==> config.mk <==
export PLATFORM = sky130hd
export DESIGN_NAME = dvi_timing_ctrl
export DESIGN_NICKNAME = d
export VERILOG_FILES = /design/src/rtl/dvi_timing_pkg.sv /design/src/rtl/dvi_line_fetch.sv /design/src/rtl/dvi_timing_ctrl.sv
export SDC_FILE = /design/constraint.sdc
export NUM_CORES = 1
export LEC_CHECK = 0
export ABC_AREA = 1
export CELL_PAD_IN_SITES_DETAIL_PLACEMENT = 0
export CELL_PAD_IN_SITES_GLOBAL_PLACEMENT = 1
export CORE_AREA = 2 2 190 146
export CTS_CLUSTER_SIZE = 16
export DETAILED_ROUTE_END_ITERATION = 16
export DIE_AREA = 0 0 192 148
export MAX_ROUTING_LAYER = met4
export PLACE_DENSITY_LB_ADDON = 0.1
export SYNTH_ARGS = -nofsm -noshare
export SYNTH_HDL_FRONTEND = slang
export SYNTH_SLANG_ARGS = --single-unit
==> constraint.sdc <==
create_clock -name clk -period 5.7 [get_ports clk]
set_clock_uncertainty 0.2 [all_clocks]
set_input_delay 1.14 -clock clk [delete_from_list [all_inputs] [get_ports clk]]
set_output_delay 1.14 -clock clk [all_outputs]
set_load 0.01 [all_outputs]
==> src/rtl/dvi_timing_pkg.sv <==
// Shared definitions for the DVI timing controller: register map, 640x480 power-up timing
// and the line-fetch FSM state encoding.
package dvi_timing_pkg;

  localparam int unsigned NUM_REGS = 8;

  localparam logic [2:0] ADDR_HTOTAL   = 3'd0;
  localparam logic [2:0] ADDR_HACTIVE  = 3'd1;
  localparam logic [2:0] ADDR_HS_START = 3'd2;
  localparam logic [2:0] ADDR_HS_END   = 3'd3;
  localparam logic [2:0] ADDR_VTOTAL   = 3'd4;
  localparam logic [2:0] ADDR_VACTIVE  = 3'd5;
  localparam logic [2:0] ADDR_VS_START = 3'd6;
  localparam logic [2:0] ADDR_VS_END   = 3'd7;

  localparam int unsigned DEF_HTOTAL   = 799;
  localparam int unsigned DEF_HACTIVE  = 640;
  localparam int unsigned DEF_HS_START = 656;
  localparam int unsigned DEF_HS_END   = 752;
  localparam int unsigned DEF_VTOTAL   = 524;
  localparam int unsigned DEF_VACTIVE  = 480;
  localparam int unsigned DEF_VS_START = 490;
  localparam int unsigned DEF_VS_END   = 492;

  typedef enum logic {
    FETCH_IDLE = 1'b0,
    FETCH_REQ  = 1'b1
  } fetch_state_e;

  // Power-up value of the timing register at a given address.
  function automatic int unsigned default_timing(input logic [2:0] addr);
    case (addr)
      ADDR_HTOTAL:   default_timing = DEF_HTOTAL;
      ADDR_HACTIVE:  default_timing = DEF_HACTIVE;
      ADDR_HS_START: default_timing = DEF_HS_START;
      ADDR_HS_END:   default_timing = DEF_HS_END;
      ADDR_VTOTAL:   default_timing = DEF_VTOTAL;
      ADDR_VACTIVE:  default_timing = DEF_VACTIVE;
      ADDR_VS_START: default_timing = DEF_VS_START;
      default:       default_timing = DEF_VS_END;
    endcase
  endfunction

endpackage

==> src/rtl/dvi_line_fetch.sv <==
// Line-fetch handshake toward the framebuffer DMA: holds one request per active line
// and flags an underrun when an active line starts before the DMA accepted it.
module dvi_line_fetch
  import dvi_timing_pkg::*;
(
  input  logic clk,
  input  logic reset_n,
  input  logic i_clear,
  input  logic i_trigger,
  input  logic i_line_ack,
  input  logic i_line_start,
  output logic o_line_req,
  output logic o_underrun
);

  fetch_state_e r_state;
  logic         r_line_req;
  logic         r_underrun;

  // A new trigger wins over a simultaneous ack so the next line is never lost.
  always_ff @(posedge clk or negedge reset_n) begin
    if (!reset_n) begin
      r_state    <= FETCH_IDLE;
      r_line_req <= 1'b0;
      r_underrun <= 1'b0;
    end else if (i_clear) begin
      r_state    <= FETCH_IDLE;
      r_line_req <= 1'b0;
      r_underrun <= 1'b0;
    end else begin
      r_underrun <= (r_state == FETCH_REQ) && i_line_start;
      case (r_state)
        FETCH_IDLE: begin
          if (i_trigger) begin
            r_state    <= FETCH_REQ;
            r_line_req <= 1'b1;
          end
        end
        FETCH_REQ: begin
          if (i_trigger) begin
            r_state    <= FETCH_REQ;
            r_line_req <= 1'b1;
          end else if (i_line_ack) begin
            r_state    <= FETCH_IDLE;
            r_line_req <= 1'b0;
          end
        end
        default: begin
          r_state    <= FETCH_IDLE;
          r_line_req <= 1'b0;
        end
      endcase
    end
  end

  assign o_line_req = r_line_req;
  assign o_underrun = r_underrun;

endmodule

==> src/rtl/dvi_timing_ctrl.sv <==
// DVI video timing sequencer: pixel divider, beam counters, programmable sync/window decode
// with frame-synchronous register update, and the per-line DMA fetch request.
module dvi_timing_ctrl
  import dvi_timing_pkg::*;
#(
  parameter int unsigned CLK_DIV   = 4,
  parameter int unsigned CNT_W     = 12,
  parameter bit          HSYNC_NEG = 1'b1,
  parameter bit          VSYNC_NEG = 1'b1
) (
  input  logic             clk,
  input  logic             reset_n,
  input  logic             enable,
  input  logic             reg_wr,
  input  logic [2:0]       reg_addr,
  input  logic [CNT_W-1:0] reg_data,
  input  logic             line_ack,
  output logic             pix_en,
  output logic             hsync,
  output logic             vsync,
  output logic             window,
  output logic [CNT_W-1:0] hpos,
  output logic [CNT_W-1:0] vpos,
  output logic             frame_start,
  output logic             line_req,
  output logic             underrun
);

  localparam int unsigned      DIV_W    = $clog2(CLK_DIV);
  localparam logic [DIV_W-1:0] DIV_LAST = DIV_W'(CLK_DIV - 1);

  logic [DIV_W-1:0] r_div;
  logic             r_started;
  logic             r_pix_en;
  logic             r_window;
  logic             r_hsync;
  logic             r_vsync;
  logic             r_frame_start;
  logic [CNT_W-1:0] r_hpos;
  logic [CNT_W-1:0] r_vpos;
  logic [CNT_W-1:0] r_shadow [NUM_REGS];
  logic [CNT_W-1:0] r_live   [NUM_REGS];

  logic             w_tick;
  logic             w_frame_wrap;
  logic             w_copy;
  logic [CNT_W-1:0] w_hpos_nxt;
  logic [CNT_W-1:0] w_vpos_nxt;
  logic [CNT_W-1:0] w_next_line;
  logic [CNT_W-1:0] w_hactive;
  logic [CNT_W-1:0] w_hs_start;
  logic [CNT_W-1:0] w_hs_end;
  logic [CNT_W-1:0] w_vtotal;
  logic [CNT_W-1:0] w_vactive;
  logic [CNT_W-1:0] w_vs_start;
  logic [CNT_W-1:0] w_vs_end;
  logic             w_win_nxt;
  logic             w_hs_act;
  logic             w_vs_act;
  logic             w_trigger;
  logic             w_line_start;

  // Pixel divider; held at 0 while stopped so restart latency is always CLK_DIV clocks.
  always_ff @(posedge clk or negedge reset_n) begin
    if (!reset_n) begin
      r_div <= '0;
    end else if (!enable || (r_div == DIV_LAST)) begin
      r_div <= '0;
    end else begin
      r_div <= r_div + DIV_W'(1);
    end
  end

  assign w_tick = enable && (r_div == DIV_LAST);

  // The first pixel after start shows 0,0; later pixels advance the beam.
  always_comb begin
    w_hpos_nxt   = r_hpos;
    w_vpos_nxt   = r_vpos;
    w_frame_wrap = 1'b0;
    if (r_started) begin
      if (r_hpos >= r_live[ADDR_HTOTAL]) begin
        w_hpos_nxt = '0;
        if (r_vpos >= r_live[ADDR_VTOTAL]) begin
          w_vpos_nxt   = '0;
          w_frame_wrap = 1'b1;
        end else begin
          w_vpos_nxt = r_vpos + CNT_W'(1);
        end
      end else begin
        w_hpos_nxt = r_hpos + CNT_W'(1);
      end
    end
  end

  // Decode the pixel being entered with the timing that will be live for it.
  assign w_hactive  = w_frame_wrap ? r_shadow[ADDR_HACTIVE]  : r_live[ADDR_HACTIVE];
  assign w_hs_start = w_frame_wrap ? r_shadow[ADDR_HS_START] : r_live[ADDR_HS_START];
  assign w_hs_end   = w_frame_wrap ? r_shadow[ADDR_HS_END]   : r_live[ADDR_HS_END];
  assign w_vtotal   = w_frame_wrap ? r_shadow[ADDR_VTOTAL]   : r_live[ADDR_VTOTAL];
  assign w_vactive  = w_frame_wrap ? r_shadow[ADDR_VACTIVE]  : r_live[ADDR_VACTIVE];
  assign w_vs_start = w_frame_wrap ? r_shadow[ADDR_VS_START] : r_live[ADDR_VS_START];
  assign w_vs_end   = w_frame_wrap ? r_shadow[ADDR_VS_END]   : r_live[ADDR_VS_END];

  assign w_win_nxt    = (w_hpos_nxt < w_hactive) && (w_vpos_nxt < w_vactive);
  assign w_hs_act     = (w_hpos_nxt >= w_hs_start) && (w_hpos_nxt < w_hs_end);
  assign w_vs_act     = (w_vpos_nxt >= w_vs_start) && (w_vpos_nxt < w_vs_end);
  assign w_next_line  = (w_vpos_nxt >= w_vtotal) ? '0 : w_vpos_nxt + CNT_W'(1);
  assign w_trigger    = w_tick && (w_hpos_nxt == w_hactive) && (w_next_line < w_vactive);
  assign w_line_start = w_tick && (w_hpos_nxt == '0) && w_win_nxt;

  always_ff @(posedge clk or negedge reset_n) begin
    if (!reset_n) begin
      r_started     <= 1'b0;
      r_pix_en      <= 1'b0;
      r_frame_start <= 1'b0;
      r_hpos        <= '0;
      r_vpos        <= '0;
      r_window      <= 1'b0;
      r_hsync       <= HSYNC_NEG;
      r_vsync       <= VSYNC_NEG;
    end else if (!enable) begin
      r_started     <= 1'b0;
      r_pix_en      <= 1'b0;
      r_frame_start <= 1'b0;
      r_hpos        <= '0;
      r_vpos        <= '0;
      r_window      <= 1'b0;
      r_hsync       <= HSYNC_NEG;
      r_vsync       <= VSYNC_NEG;
    end else begin
      r_pix_en      <= w_tick;
      r_frame_start <= w_tick && (w_hpos_nxt == '0) && (w_vpos_nxt == '0);
      if (w_tick) begin
        r_started <= 1'b1;
        r_hpos    <= w_hpos_nxt;
        r_vpos    <= w_vpos_nxt;
        r_window  <= w_win_nxt;
        r_hsync   <= w_hs_act ^ HSYNC_NEG;
        r_vsync   <= w_vs_act ^ VSYNC_NEG;
      end
    end
  end

  // Shadow bank takes writes; live bank reloads only at frame wrap or while stopped.
  assign w_copy = !enable || (w_tick && w_frame_wrap);

  always_ff @(posedge clk or negedge reset_n) begin
    if (!reset_n) begin
      for (int i = 0; i < NUM_REGS; i++) begin
        r_shadow[3'(i)] <= CNT_W'(default_timing(3'(i)));
        r_live[3'(i)]   <= CNT_W'(default_timing(3'(i)));
      end
    end else begin
      if (reg_wr) begin
        r_shadow[reg_addr] <= reg_data;
      end
      if (w_copy) begin
        r_live <= r_shadow;
      end
    end
  end

  dvi_line_fetch u_line_fetch (
    .clk          (clk),
    .reset_n      (reset_n),
    .i_clear      (!enable),
    .i_trigger    (w_trigger),
    .i_line_ack   (line_ack),
    .i_line_start (w_line_start),
    .o_line_req   (line_req),
    .o_underrun   (underrun)
  );

  assign pix_en      = r_pix_en;
  assign hsync       = r_hsync;
  assign vsync       = r_vsync;
  assign window      = r_window;
  assign hpos        = r_hpos;
  assign vpos        = r_vpos;
  assign frame_start = r_frame_start;

endmodule

==> results.json <==
{
  "outcome": "finished clean",
  "routed_via_density": 5.282,
  "worst-slew-pin-transition_ns": 1.103,
  "end_kind": "register",
  "layout-area-overhead-vs-synth_pct": 14.29,
  "post-dp-hpwl_mm": 24.32,
  "post-synth-top-area-cell": "edfxtp_1",
  "antenna_found_initial": 0,
  "post-cts-setup-buffers": 0,
  "synth_area_um2": 12570,
  "routed_wirelength_mm": 33.13,
  "fp.coreArea_um2": 26550,
  "number_of_buffers_created_by_cts": 24,
  "ctsRootBufferMaster": "clkbuf_16",
  "post-synth-top-area-fraction": 0.2294,
  "layout.cells.most_common_list": "nand2_1 (335), inv_1 (169), o21ai_0 (164)",
  "maxCapViolCount": 0,
  "synthArstFlopShare": 0.5771,
  "fraction_of_final_layout_cells_sized_beyond_drive_strength_1": 0.09580,
  "diodes": 0,
  "finalNetCount": 1574,
  "grtUsageTotal": 0.2473,
  "layout_commonest_cell": "nand2_1",
  "top_level_ports": 51,
  "post_synth_inst_count": 1376,
  "n_fill_cell": 2472,
  "max-clock-path-buffers": 3,
  "ys_ff_latch": 227,
  "setup_slack_ns": 0.6035,
  "floorplan.die.width_um": 192,
  "critPathArrivalTime_ns": 5.36,
  "num_vias": 9518,
  "grt_max_degree": 83,
  "overall_power_after_layout_uw": 4145,
  "io_buffer_count": 50,
  "worst_ir_drop_vdd_v": 0.0002082,
  "tns_ns": 0,
  "dr.first_iter.drc_count": 785,
  "setup_viol_count_final": 0,
  "fmaxAchievable_ghz": 0.1962,
  "cts_hold_repair.buffers": 0,
  "number_of_enable_type_register_cells_in_the_synthesized_netlist": 96,
  "post_synth.cell_area_avg_um2": 9.132,
  "initial_core_util": 0.4734,
  "gr-total-overflow": 0,
  "htreeDepth": 1,
  "tritoncts": "done",
  "timing.final.hold_violations": 0,
  "first_pass_iters": 5,
  "yosys.cell_types.count": 43,
  "drc_viols": 0,
  "setup.worst_path.start_class": "register",
  "finalMaxSlewViolations": 0,
  "path_max_fanout": 33,
  "cts_num_sinks": 227,
  "grt_pass1_vias": 8865,
  "yosysWarningCount": 0,
  "detail-route-antenna-nets": 0,
  "fp.dieH_um": 148,
  "required_ns": 5.96,
  "criticalPathCategory": "reg -> reg",
  "finalCriticalPeriod_ns": 5.096,
  "cts_resized": 0,
  "power_density_nw_per_um2": 288.6,
  "clk_pin_slew_worst_paths_ns": 0.06,
  "dieArea_um2": 28420,
  "grt_setup_unrepaired": "no",
  "place_worst_setup_slack_ns": 0.6695,
  "power.leakage_uw": 0.006870,
  "rows": 52,
  "worst_hold_class": "reg -> reg",
  "clock_insertion_delay_worst_skew_ns": 0.54,
  "syn_nets": 1517,
  "ys_dominant_reg_cell": "edfxtp_1",
  "post_drt_wl_per_cell_um": 18.39,
  "timing.final.crit_share": 0.8941,
  "global_route_wire_length_before_repair_mm": 51.87,
  "maxSlewHeadroom": 0.2610,
  "synth_area_leaders": "edfxtp_1 (23%), dfrtp_1 (19%), ha_1 (12%)",
  "yosysSeqAreaShare": 0.4939,
  "place_congestion": 0.8848
}
## area by class of cell
cell class	instances	area (um2)	area share
Clock inverter	13	220.2	0.01533
Inverter	179	671.9	0.04679
Tap cell	351	439.2	0.03058
Clock buffer	31	636.9	0.04435
Multi-Input combinational cell	928	5513	0.3839
Timing Repair Buffer	73	674.4	0.04696
Sequential cell	227	6206	0.4321
## where the power goes
part,internal (uW),switching (uW)
logic,174,321
clock network,1020,667
registers,1890,73.1
## sequential cells by signal (all words and copies together) (netlist names), 2 cells and up
register / cells
hpos: 12
r_div: 2
r_shadow: 96
r_live: 96
vpos: 12
## cell usage after synthesis (all sizes together) (2+ instances only)
| master | count |
|---|---|
| a2111oi | 3 |
| a211oi | 8 |
| a21boi | 2 |
| a21oi | 53 |
| buf | 18 |
| clkbuf | 24 |
| dfrtp | 95 |
| dfstp | 36 |
| edfxtp | 96 |
| ha | 121 |
| inv | 179 |
| mux2i | 33 |
| nand2 | 341 |
| nand3 | 38 |
| nand3b | 2 |
| nand4 | 20 |
| nor2 | 78 |
| nor3 | 16 |
| nor3b | 2 |
| o2111ai | 2 |
| o21ai | 170 |
| o21bai | 3 |
| o22ai | 23 |
| or2 | 2 |
| xor2 | 9 |
## per-stage QoR
stage	util	hold slack [ns]	area, um2	std cells
finish	0.5410	0.2407	14360	1802
global route	0.5410	0.2551	14360	1802
CTS	0.5410	0.2383	14360	1802
detailed placement	0.5087	0.2291	13500	1758
global placement	0.5087	0.2306	13500	1758
floorplan	-	0.2099	12570	1376
## kinds of logic after synthesis
| family | after synthesis | share of synthesized area |
|---|---|---|
| xor+xnor | 9 | 0.006273 |
| fa+ha+maj | 121 | 0.1205 |
| flops | 227 | 0.4939 |
| compound gates | 265 | 0.1145 |
| mux | 33 | 0.02629 |
| buf+inv | 221 | 0.06940 |
| simple gates | 500 | 0.1692 |
## routing by layer
layer  routed length, um  share of wire  track usage
met4                 475          0.014      0.03855
met5                   0              0            -
met3                1983          0.060      0.03466
met2               13010           0.39       0.3264
met1               17660           0.53       0.4023
## critical path, cell delays in order, from the launching register on
cell and delay (ns):
dfrtp_1 0.47, inv_1 0.15, ha_1 0.30, nand2_1 0.04, nand3_1 0.08, nand2_1 0.08, nand2_1 0.07, nand2_1 0.06
nand2_1 0.24, nand3_4 0.45, buf_4 0.37, nand2_1 0.07, o21ai_0 0.08, ha_1 0.30, nand2_1 0.07, o21ai_0 0.18
nand2_1 0.07, nand3_1 0.08, nor2_1 0.04, buf_4 0.15, inv_1 0.17, a21oi_1 0.07, ha_1 0.32, a2111oi_0 0.42
o2111ai_1 0.17, nor2_1 0.11, nand2_1 0.08, a21oi_1 0.12
## final timing paths
check                              start                    to  slack (ns)  cells past startpoint
min in group asynchronous        reset_n               hpos[9]        0.30                      1
worst max register to register   vpos[0]  u_line_fetch.r_state        0.60                     27
worst min-delay path            r_div[0]              r_div[0]        0.24                      1
max in group asynchronous        reset_n          r_shadow[65]        3.95                      2
worst max-delay path             vpos[0]  u_line_fetch.r_state        0.60                     27
worst min register to register  r_div[0]              r_div[0]        0.24                      1
No activity file was read; power rests on OpenSTA's default activity.
